**src/rtl/orb_sample_sequencer.sv**
```systemverilog
// ORB sample sequencer: walks the descriptor pattern for one orientation
// bin, feeds VectorRotate and tracks point tags through its latency.

module orb_sample_sequencer #(
    parameter int NUM_POINTS    = 512,
    parameter int NUM_ROTATIONS = 32,
    parameter int ROTATE_DELAY  = 2
) (
    input  logic              clk,
    input  logic              rst_n,
    input  logic              start,
    input  logic [5:0]        angle,
    input  logic              ready,
    output logic signed [4:0] ix,
    output logic signed [4:0] iy,
    output logic signed [8:0] cos,
    output logic signed [8:0] sin,
    output logic              issue_valid,
    output logic              tag_valid,
    output logic              tag_last,
    output logic [8:0]        tag_index,
    output logic              busy,
    output logic              done,
    output logic              err
);

    typedef enum logic [1:0] {
        IDLE,
        ISSUE,
        DRAIN,
        FINISH
    } state_t;

    localparam logic [8:0] LAST_IDX = 9'(NUM_POINTS - 1);

    state_t state_q, state_d;
    logic [8:0] idx_q, idx_d;
    logic [5:0] ang_q, ang_d;

    logic [ROTATE_DELAY-1:0]       tv_q, tv_d;
    logic [ROTATE_DELAY-1:0]       tl_q, tl_d;
    logic [ROTATE_DELAY-1:0][8:0]  ti_q, ti_d;

    logic signed [4:0] rom_x, rom_y;
    logic signed [8:0] lut_c, lut_s;
    logic [5:0]        bin_c, bin_s;

    // First quadrant of 255*cos(pi*k/32), k = 0..16
    function automatic logic [8:0] qcos(input logic [4:0] k);
        case (k)
            5'd0:    qcos = 9'd255;
            5'd1:    qcos = 9'd254;
            5'd2:    qcos = 9'd250;
            5'd3:    qcos = 9'd244;
            5'd4:    qcos = 9'd236;
            5'd5:    qcos = 9'd225;
            5'd6:    qcos = 9'd212;
            5'd7:    qcos = 9'd197;
            5'd8:    qcos = 9'd180;
            5'd9:    qcos = 9'd162;
            5'd10:   qcos = 9'd142;
            5'd11:   qcos = 9'd120;
            5'd12:   qcos = 9'd98;
            5'd13:   qcos = 9'd74;
            5'd14:   qcos = 9'd50;
            5'd15:   qcos = 9'd25;
            default: qcos = 9'd0;
        endcase
    endfunction

    // Full-circle cosine over 64 phase steps, built from quadrant symmetry
    function automatic logic signed [8:0] wave(input logic [5:0] j);
        logic [8:0] m;
        logic       neg;
        if (j <= 6'd16) begin
            m   = qcos(j[4:0]);
            neg = 1'b0;
        end else if (j <= 6'd32) begin
            m   = qcos(5'(6'd32 - j));
            neg = 1'b1;
        end else if (j <= 6'd48) begin
            m   = qcos(5'(j - 6'd32));
            neg = 1'b1;
        end else begin
            m   = qcos(5'(6'd0 - j));
            neg = 1'b0;
        end
        wave = neg ? -$signed(m) : $signed(m);
    endfunction

    // Pattern ROM and rotation LUT, both read combinationally
    always_comb begin
        rom_x = 5'(int'(idx_q) * 5 + 3) ^ 5'b10000;
        rom_y = 5'(int'(idx_q) * 11 + int'(idx_q[8:5])) ^ 5'b10000;
        bin_c = 6'(int'(ang_q) * 64 / NUM_ROTATIONS);
        bin_s = bin_c - 6'd16;
        lut_c = wave(bin_c);
        lut_s = wave(bin_s);
    end

    // Sequencer next-state and outputs
    always_comb begin
        state_d     = state_q;
        idx_d       = idx_q;
        ang_d       = ang_q;
        issue_valid = 1'b0;
        err         = 1'b0;
        done        = 1'b0;
        busy        = (state_q != IDLE);
        ix          = '0;
        iy          = '0;
        cos         = '0;
        sin         = '0;
        unique case (state_q)
            IDLE: begin
                if (start) begin
                    if (int'(angle) < NUM_ROTATIONS) begin
                        ang_d   = angle;
                        idx_d   = '0;
                        state_d = ISSUE;
                    end else begin
                        err = 1'b1;
                    end
                end
            end
            ISSUE: begin
                ix          = rom_x;
                iy          = rom_y;
                cos         = lut_c;
                sin         = lut_s;
                issue_valid = ready;
                if (ready) begin
                    if (idx_q == LAST_IDX) begin
                        state_d = DRAIN;
                    end else begin
                        idx_d = idx_q + 9'd1;
                    end
                end
            end
            DRAIN: begin
                if (tag_last) begin
                    state_d = FINISH;
                end
            end
            FINISH: begin
                done    = 1'b1;
                state_d = IDLE;
            end
            default: state_d = IDLE;
        endcase
    end

    // Tag shift chain matching the VectorRotate latency
    always_comb begin
        tv_d    = tv_q;
        tl_d    = tl_q;
        ti_d    = ti_q;
        tv_d[0] = issue_valid;
        tl_d[0] = issue_valid && (idx_q == LAST_IDX);
        ti_d[0] = idx_q;
        for (int k = 1; k < ROTATE_DELAY; k++) begin
            tv_d[k] = tv_q[k-1];
            tl_d[k] = tl_q[k-1];
            ti_d[k] = ti_q[k-1];
        end
    end

    assign tag_valid = tv_q[ROTATE_DELAY-1];
    assign tag_last  = tl_q[ROTATE_DELAY-1];
    assign tag_index = ti_q[ROTATE_DELAY-1];

    // State, index, latched angle and tag chain registers
    always_ff @(posedge clk or negedge rst_n) begin
        if (!rst_n) begin
            state_q <= IDLE;
            idx_q   <= '0;
            ang_q   <= '0;
            tv_q    <= '0;
            tl_q    <= '0;
            ti_q    <= '0;
        end else begin
            state_q <= state_d;
            idx_q   <= idx_d;
            ang_q   <= ang_d;
            tv_q    <= tv_d;
            tl_q    <= tl_d;
            ti_q    <= ti_d;
        end
    end

endmodule

```
**config.mk**
```make
export PLATFORM = sky130hd
export DESIGN_NAME = orb_sample_sequencer
export DESIGN_NICKNAME = d
export VERILOG_FILES = /design/src/rtl/orb_sample_sequencer.sv
export SDC_FILE = /design/constraint.sdc
export NUM_CORES = 1
export LEC_CHECK = 0
export CAP_MARGIN = 25
export CORE_MARGIN = 2
export CORE_UTILIZATION = 55
export CTS_CLUSTER_DIAMETER = 40
export DETAILED_ROUTE_END_ITERATION = 8
export PLACE_DENSITY_LB_ADDON = 0.05
export SLEW_MARGIN = 10
export SYNTH_ARGS = -nofsm -noshare
export SYNTH_HDL_FRONTEND = slang
export SYNTH_SLANG_ARGS = --single-unit
export TNS_END_PERCENT = 1
```
**constraint.sdc**
```tcl
create_clock -name clk -period 4.1 [get_ports clk]
set_input_delay 0.82 -clock clk [delete_from_list [all_inputs] [get_ports clk]]
set_output_delay 0.82 -clock clk [all_outputs]
set_load 0.02 [all_outputs]
```
# ---- Word level (Yosys, flattened, before mapping)
# Memories as Yosys holds them, arrays and structs flattened.
# Index checks and enable logic that the tools add are counted.
dict set report classes {
  n_lt_le_gt_ge 7
  mul 2
  add_sub_neg 12
  n_bitwise 2
  mux 42
  reduce_logical 7
  n_eq_ne 10
}
# op count
set ops {}
lappend ops {{9-bit 2-to-1 mux} 22}
lappend ops {{6-bit <= comparator (second input constant)} 4}
lappend ops {{1-bit by 5-bit subtractor with 5-bit output (first input constant)} 4}
lappend ops {{9-bit negation} 2}
lappend ops {{9-bit case mux with 2 select lines} 1}
lappend ops {{6-bit by 5-bit <= comparator with 1-bit output (second input constant)} 2}
lappend ops {{2-bit != test (second input constant)} 6}
lappend ops {{1-bit 2-to-1 mux} 11}
lappend ops {{2-bit 2-to-1 mux} 5}
lappend ops {{5-bit 2-to-1 mux} 2}
lappend ops {{5-bit AND reduction} 2}
lappend ops {{5-bit by 1-bit subtractor with 5-bit output (second input constant)} 2}
lappend ops {{9-bit by 1-bit adder with 9-bit output (second input constant)} 1}
lappend ops {{9-bit equality test (second input constant)} 1}
lappend ops {{9-bit by 3-bit multiplier with 5-bit output (second input constant)} 1}
lappend ops {{9-bit by 4-bit multiplier with 5-bit output (second input constant)} 1}
lappend ops {{2-bit case mux with 4 select lines} 1}
lappend ops {{6-bit less-than comparator (second input constant)} 1}
lappend ops {{6-bit by 5-bit subtractor with 6-bit output (second input constant)} 1}
lappend ops {{5-bit by 2-bit adder with 5-bit output (second input constant)} 1}
lappend ops {{5-bit by 4-bit adder with 5-bit output} 1}
lappend ops {{2-bit equality test (second input constant)} 2}
lappend ops {{2-bit nonzero test} 2}
lappend ops {{3-bit AND reduction} 1}
lappend ops {{4 further kinds} 5}
dict set report word_totals {
  romBits 1024
  register_bits 38
  input_bits 10
  mem_count 8
  word_cells 97
  out_inout_bits 43
}
# memory depth word_bits read_ports rd_ports_with_merged_regs write_ports line_no
set memory_table {}
lappend memory_table {{(name not given)} 16 8 1 0 0 50} ;# case (k)
lappend memory_table {{(name not given)} 16 8 1 0 0 50}
lappend memory_table {{(name not given)} 16 8 1 0 0 50}
lappend memory_table {{(name not given)} 16 8 1 0 0 50}
lappend memory_table {{(name not given)} 16 8 1 0 0 50}
lappend memory_table {{(name not given)} 16 8 1 0 0 50}
lappend memory_table {{+2 memories} n/a n/a n/a n/a n/a n/a}

# ---- Depth between registers and ports, before layout
# An unclocked memory read counts as a cell.
dict set report depth {
  depth_word 10
  ltp_mapped 14
  mapped_depth_nobuf 12
}

# ---- Worst setup path after synthesis
# Ideal clock, no wire load.
dict set report synth_path {
  path_kind {flip-flop to output port}
  startpoint {register ang_q[0]}
  endpoint {output cos[6]}
  arrival_ps 3124
  path_stages_with_launch 15
  required_time_ps 3280
  path_buffers 2
  setup_slack_ps 156
  path_cell_list {dfrtp_1 buf_1 inv_1 ha_1 nor2b_2 buf_6 a221o_1 nand2_2 mux2_4 inv_1 ha_1 o211ai_1 o21bai_1 xnor2_1 and2_1}
}
dict set report synth_between {
  elab_chain_cells 9
  elab_cells_between_ends 23
  cone_classes {add/sub (4); order compare (3); mux (12); memory (4)}
}
# element line_no
set synth_lines {}
lappend synth_lines {{from (decl)} 38} ;# logic [5:0] ang_q, ang_d;
lappend synth_lines {{from (signal assigned)} 184} ;# ang_q <= ang_d;
lappend synth_lines {{1-bit by 5-bit subtractor with 5-bit output / 5-bit by 1-bit subtractor with 5-bit output (equally long branches)} {79, 85, 82}}
lappend synth_lines {{memory read 16 x 8 bit} n/a}
lappend synth_lines {{9-bit 2-to-1 mux} 50}
lappend synth_lines {{9-bit 2-to-1 mux} 81} ;# end else if (j <= 6'd48) begin
lappend synth_lines {{9-bit 2-to-1 mux} 78} ;# end else if (j <= 6'd32) begin
lappend synth_lines {{9-bit 2-to-1 mux} 75} ;# if (j <= 6'd16) begin
lappend synth_lines {{9-bit negation} 88} ;# wave = neg ? -$signed(m) : $signed(m);
lappend synth_lines {{9-bit 2-to-1 mux *} 88}
lappend synth_lines {{9-bit 2-to-1 mux *} 114} ;# unique case (state_q)
lappend synth_lines {{to (decl)} 16} ;# output logic signed [8:0] cos,
# Every way passes the cells marked *; elsewhere a longest branch is shown, timed or not.

# ---- Worst setup path in the final report
dict set report layout_path {
  startpoint {register ang_q[1]}
  endpoint {output sin[5]}
}
dict set report layout_between {
  elab_chain_cells 10
  elab_cells_between_ends 24
  cone_classes {add/sub (5); order compare (3); mux (12); memory (4)}
}
# element line_no
set layout_lines {}
lappend layout_lines {{6-bit by 5-bit subtractor with 6-bit output *} 96} ;# bin_s = bin_c - 6'd16;
lappend layout_lines {{1-bit by 5-bit subtractor with 5-bit output / 5-bit by 1-bit subtractor with 5-bit output (equally long branches)} {79, 85, 82}}
lappend layout_lines {{memory read 16 x 8 bit} n/a}
lappend layout_lines {{9-bit 2-to-1 mux} 50}
lappend layout_lines {{9-bit 2-to-1 mux} 81}
lappend layout_lines {{9-bit 2-to-1 mux} 78}
lappend layout_lines {{9-bit 2-to-1 mux} 75}
lappend layout_lines {{9-bit negation} 88}
lappend layout_lines {{9-bit 2-to-1 mux *} 88}
lappend layout_lines {{9-bit 2-to-1 mux *} 114}
lappend layout_lines {{to (decl)} 17} ;# output logic signed [8:0] sin,
# Marked as above.

==> qor.yml <==
die_w_um: 81.9
synth.avg_cell_area_um2: 8.76
max-slew-margin-rel: 0.462
path_common_cell: "a31oi_2"
hold_class: "reg -> reg"
final_util: 0.704
drtIter0Drc: 279
cts_buffers: 5
cts_max_path_buffers: 2
required_ps: 3280
ant_nets: 0
worstPathCellList: "inv_1 -> ha_1 -> buf_4 -> xnor2_4 -> mux2_2 -> a2111oi_4 -> a31oi_2 -> a31oi_2 -> xnor2_1 -> and2_1 -> clkdlybuf4s50_1"
avgViaCountPerCell: 5.92
crit_type: "reg -> out"
core_area_mm2: 0.00589
crit_path_top_delay_cell: "clkdlybuf4s50_1"
dieArea_mm2: 0.00671
final-hold-violation-count: 0
die_h_um: 81.9
io_pins: 53
setup_viol: 1
initial_utilization: 0.567
violations: "setup timing"
yosysSeqAreaShare: 0.285
dp_hpwl_um: 6390
grt_pass1_wl_um: 13400
antenna_found_initial: 0
finalCriticalPeriod_ps: 4110
tightest_slew_ps: 806
drv_cap: 0
grt_pass1_vias: 2700
worst_setup_path_startpoint: "ang_q[1]"
gp_congestion: 0.986
port_buffers: 52
synth_edf_count: 0
drive_gt1_frac: 0.143
clock-skew-final_ps: 3.20
finalMaxSlewViolations: 0
crit_path_start_kind: "flop"
root_buffer: "clkbuf_8"
wirelength_um: 8580
ys_ff_latch: 38
timing.fmax_mhz: 244
worst_slack_ps: -6.00
gr-usage-all-layers: 0.260
yosysUniqueCellTypes: 67
layout.nets: 485
rsz0062_at_grt: "yes"
r2r_start: "idx_q[0]"
synthFlopType: "dfrtp_1"
setup_tns_ps: -6.00
synthesis.nets: 426
gr-total-overflow: 0
cpPeakStageDelay_ps: 600
detail_route.wl_per_cell_um: 16.6
clk_latency_ps: 290
area_growth_pct: 24.1
run_status: "complete, but fails checks"
async_flop_share: 1.00
post-place-ws_ps: 83.1
cp-end-kind: "output pin"
hold_start: "tv_q[0]"
clk_transition_reported_paths_ps: 70
place_area_mm2: 0.00400
rows: 28
final_cell_area_mm2: 0.00414
fin_crit_sh: 1.00
num_antenna_cells: 0
drc: 0
syn_inst: 381
htree_levels: 2
critPathMaxFanout: 8
netlist_area_mm2: 0.00334
ys_warn_count: 0
dr.pass1.iters: 4
grt_max_degree: 39
clkSinkCount: 38
vias: 3055
cts_tree: "done"
crit_arrival_ps: 3290
## repair_timing
| action | CTS | global route |
|---|---|---|
| pin swaps | 0 | 1 |
| resized for setup | 15 | 19 |
| setup buffers | 0 | 0 |
| setup endpoints to repair | 13 | 14 |
| gates cloned | 0 | 0 |
| hold buffers | 0 | 0 |
## metrics by stage
stage,hold WS [ps],cells
floorplan,331,381
global placement,332,508
detailed placement,335,508
CTS,350,516
global route,355,516
finish,349,516
## state kept, by name (all words and copies together), names as in the netlist
signal     cells
tag_index      9
idx_q          9
tv_q           2
state_q        2
tl_q           2
ti_d           9
ang_q          5
## cells in the final DEF (no fill, tap or decap), types with 3 or more instances in the layout
cell type / count
dlygate4sd2_1: 6
nor2_1: 38
a31oi_1: 4
and3_1: 10
o21ai_0: 14
clkdlybuf4s50_1: 34
nor3_1: 7
a21o_1: 4
xor2_1: 9
clkbuf_8: 6
nor4_1: 5
a31oi_2: 4
fa_1: 4
dlymetal6s2s_1: 7
ha_1: 31
dfrtp_1: 37
clkbuf_2: 3
nand3_1: 11
mux2_2: 9
a211oi_1: 4
nand4_1: 3
nor2b_1: 4
nand2_1: 27
o22ai_1: 4
a31o_2: 3
xnor2_1: 18
buf_4: 17
and2_1: 8
inv_1: 31
mux2i_1: 5
nand2b_1: 3
a21oi_1: 19
## cell usage after synthesis (all sizes together), types with 3 or more instances
cell type / number / area, um^2
a2111oi: 3 / 51.3
nor4: 5 / 31.3
and2: 8 / 50.1
a31oi: 8 / 56.3
fa: 4 / 80.1
mux2: 10 / 116
ha: 31 / 388
o22ai: 4 / 25.0
nand3: 11 / 55.1
dfrtp: 38 / 951
nor3: 9 / 55.1
nand2: 28 / 108
buf: 10 / 67.6
nor2b: 5 / 33.8
inv: 31 / 116
nand4: 3 / 18.8
clkbuf: 8 / 30.0
xnor2: 19 / 174
xor2: 9 / 78.8
nor2: 38 / 143
a31o: 3 / 26.3
o21ai: 16 / 80.1
and3: 10 / 62.6
mux2i: 6 / 60.1
a21oi: 21 / 120
a21o: 4 / 30.0
nand2b: 4 / 27.5
a211oi: 5 / 42.5
## path summary, 6_finish.rpt
path | to | slack (ps) | cells past startpoint
min in group asynchronous | tv_q[1] | 620 | 1
worst max register to register | idx_q[7] | 1590 | 9
worst min register to register | tv_q[1] | 350 | 0
max in group asynchronous | ang_q[3] | 2920 | 1
worst min-delay path | tv_q[1] | 350 | 0
worst max-delay path | sin[5] | -6 | 11
## critical path, delay by kind of cell (launching register included)
kind            cells  cell delay (ps)
compound gates      3              580
fa+ha+maj           1              240
buf+inv             3              920
mux                 1              430
simple gates        1              150
flops               1              380
xor+xnor            2              310
## area by class of cell
class	instances	area (um^2)
clock buffers	7	86.3
clock inverters	1	5.00
fillers	486	1740
inverters	31	116
multi-input cells	294	2230
flip-flops and latches	38	952
well taps	75	93.8
repair buffers	70	658
## cell families after synthesis
| group | count (synthesis) | synth area share |
|---|---|---|
| compound gates | 88 | 0.195 |
| xor+xnor | 28 | 0.0757 |
| buf+inv | 49 | 0.0641 |
| flops | 38 | 0.285 |
| fa+ha+maj | 35 | 0.140 |
| simple gates | 127 | 0.187 |
| mux | 16 | 0.0528 |
## metal layers
layer	part of all wire	GRT usage
met5	0	0
met4	0.014	0.0617
met3	0.074	0.0473
met2	0.43	0.376
met1	0.48	0.399
Power is not shown: default switching activity piles up to over one toggle a cycle in this logic, so the estimate is an artifact.
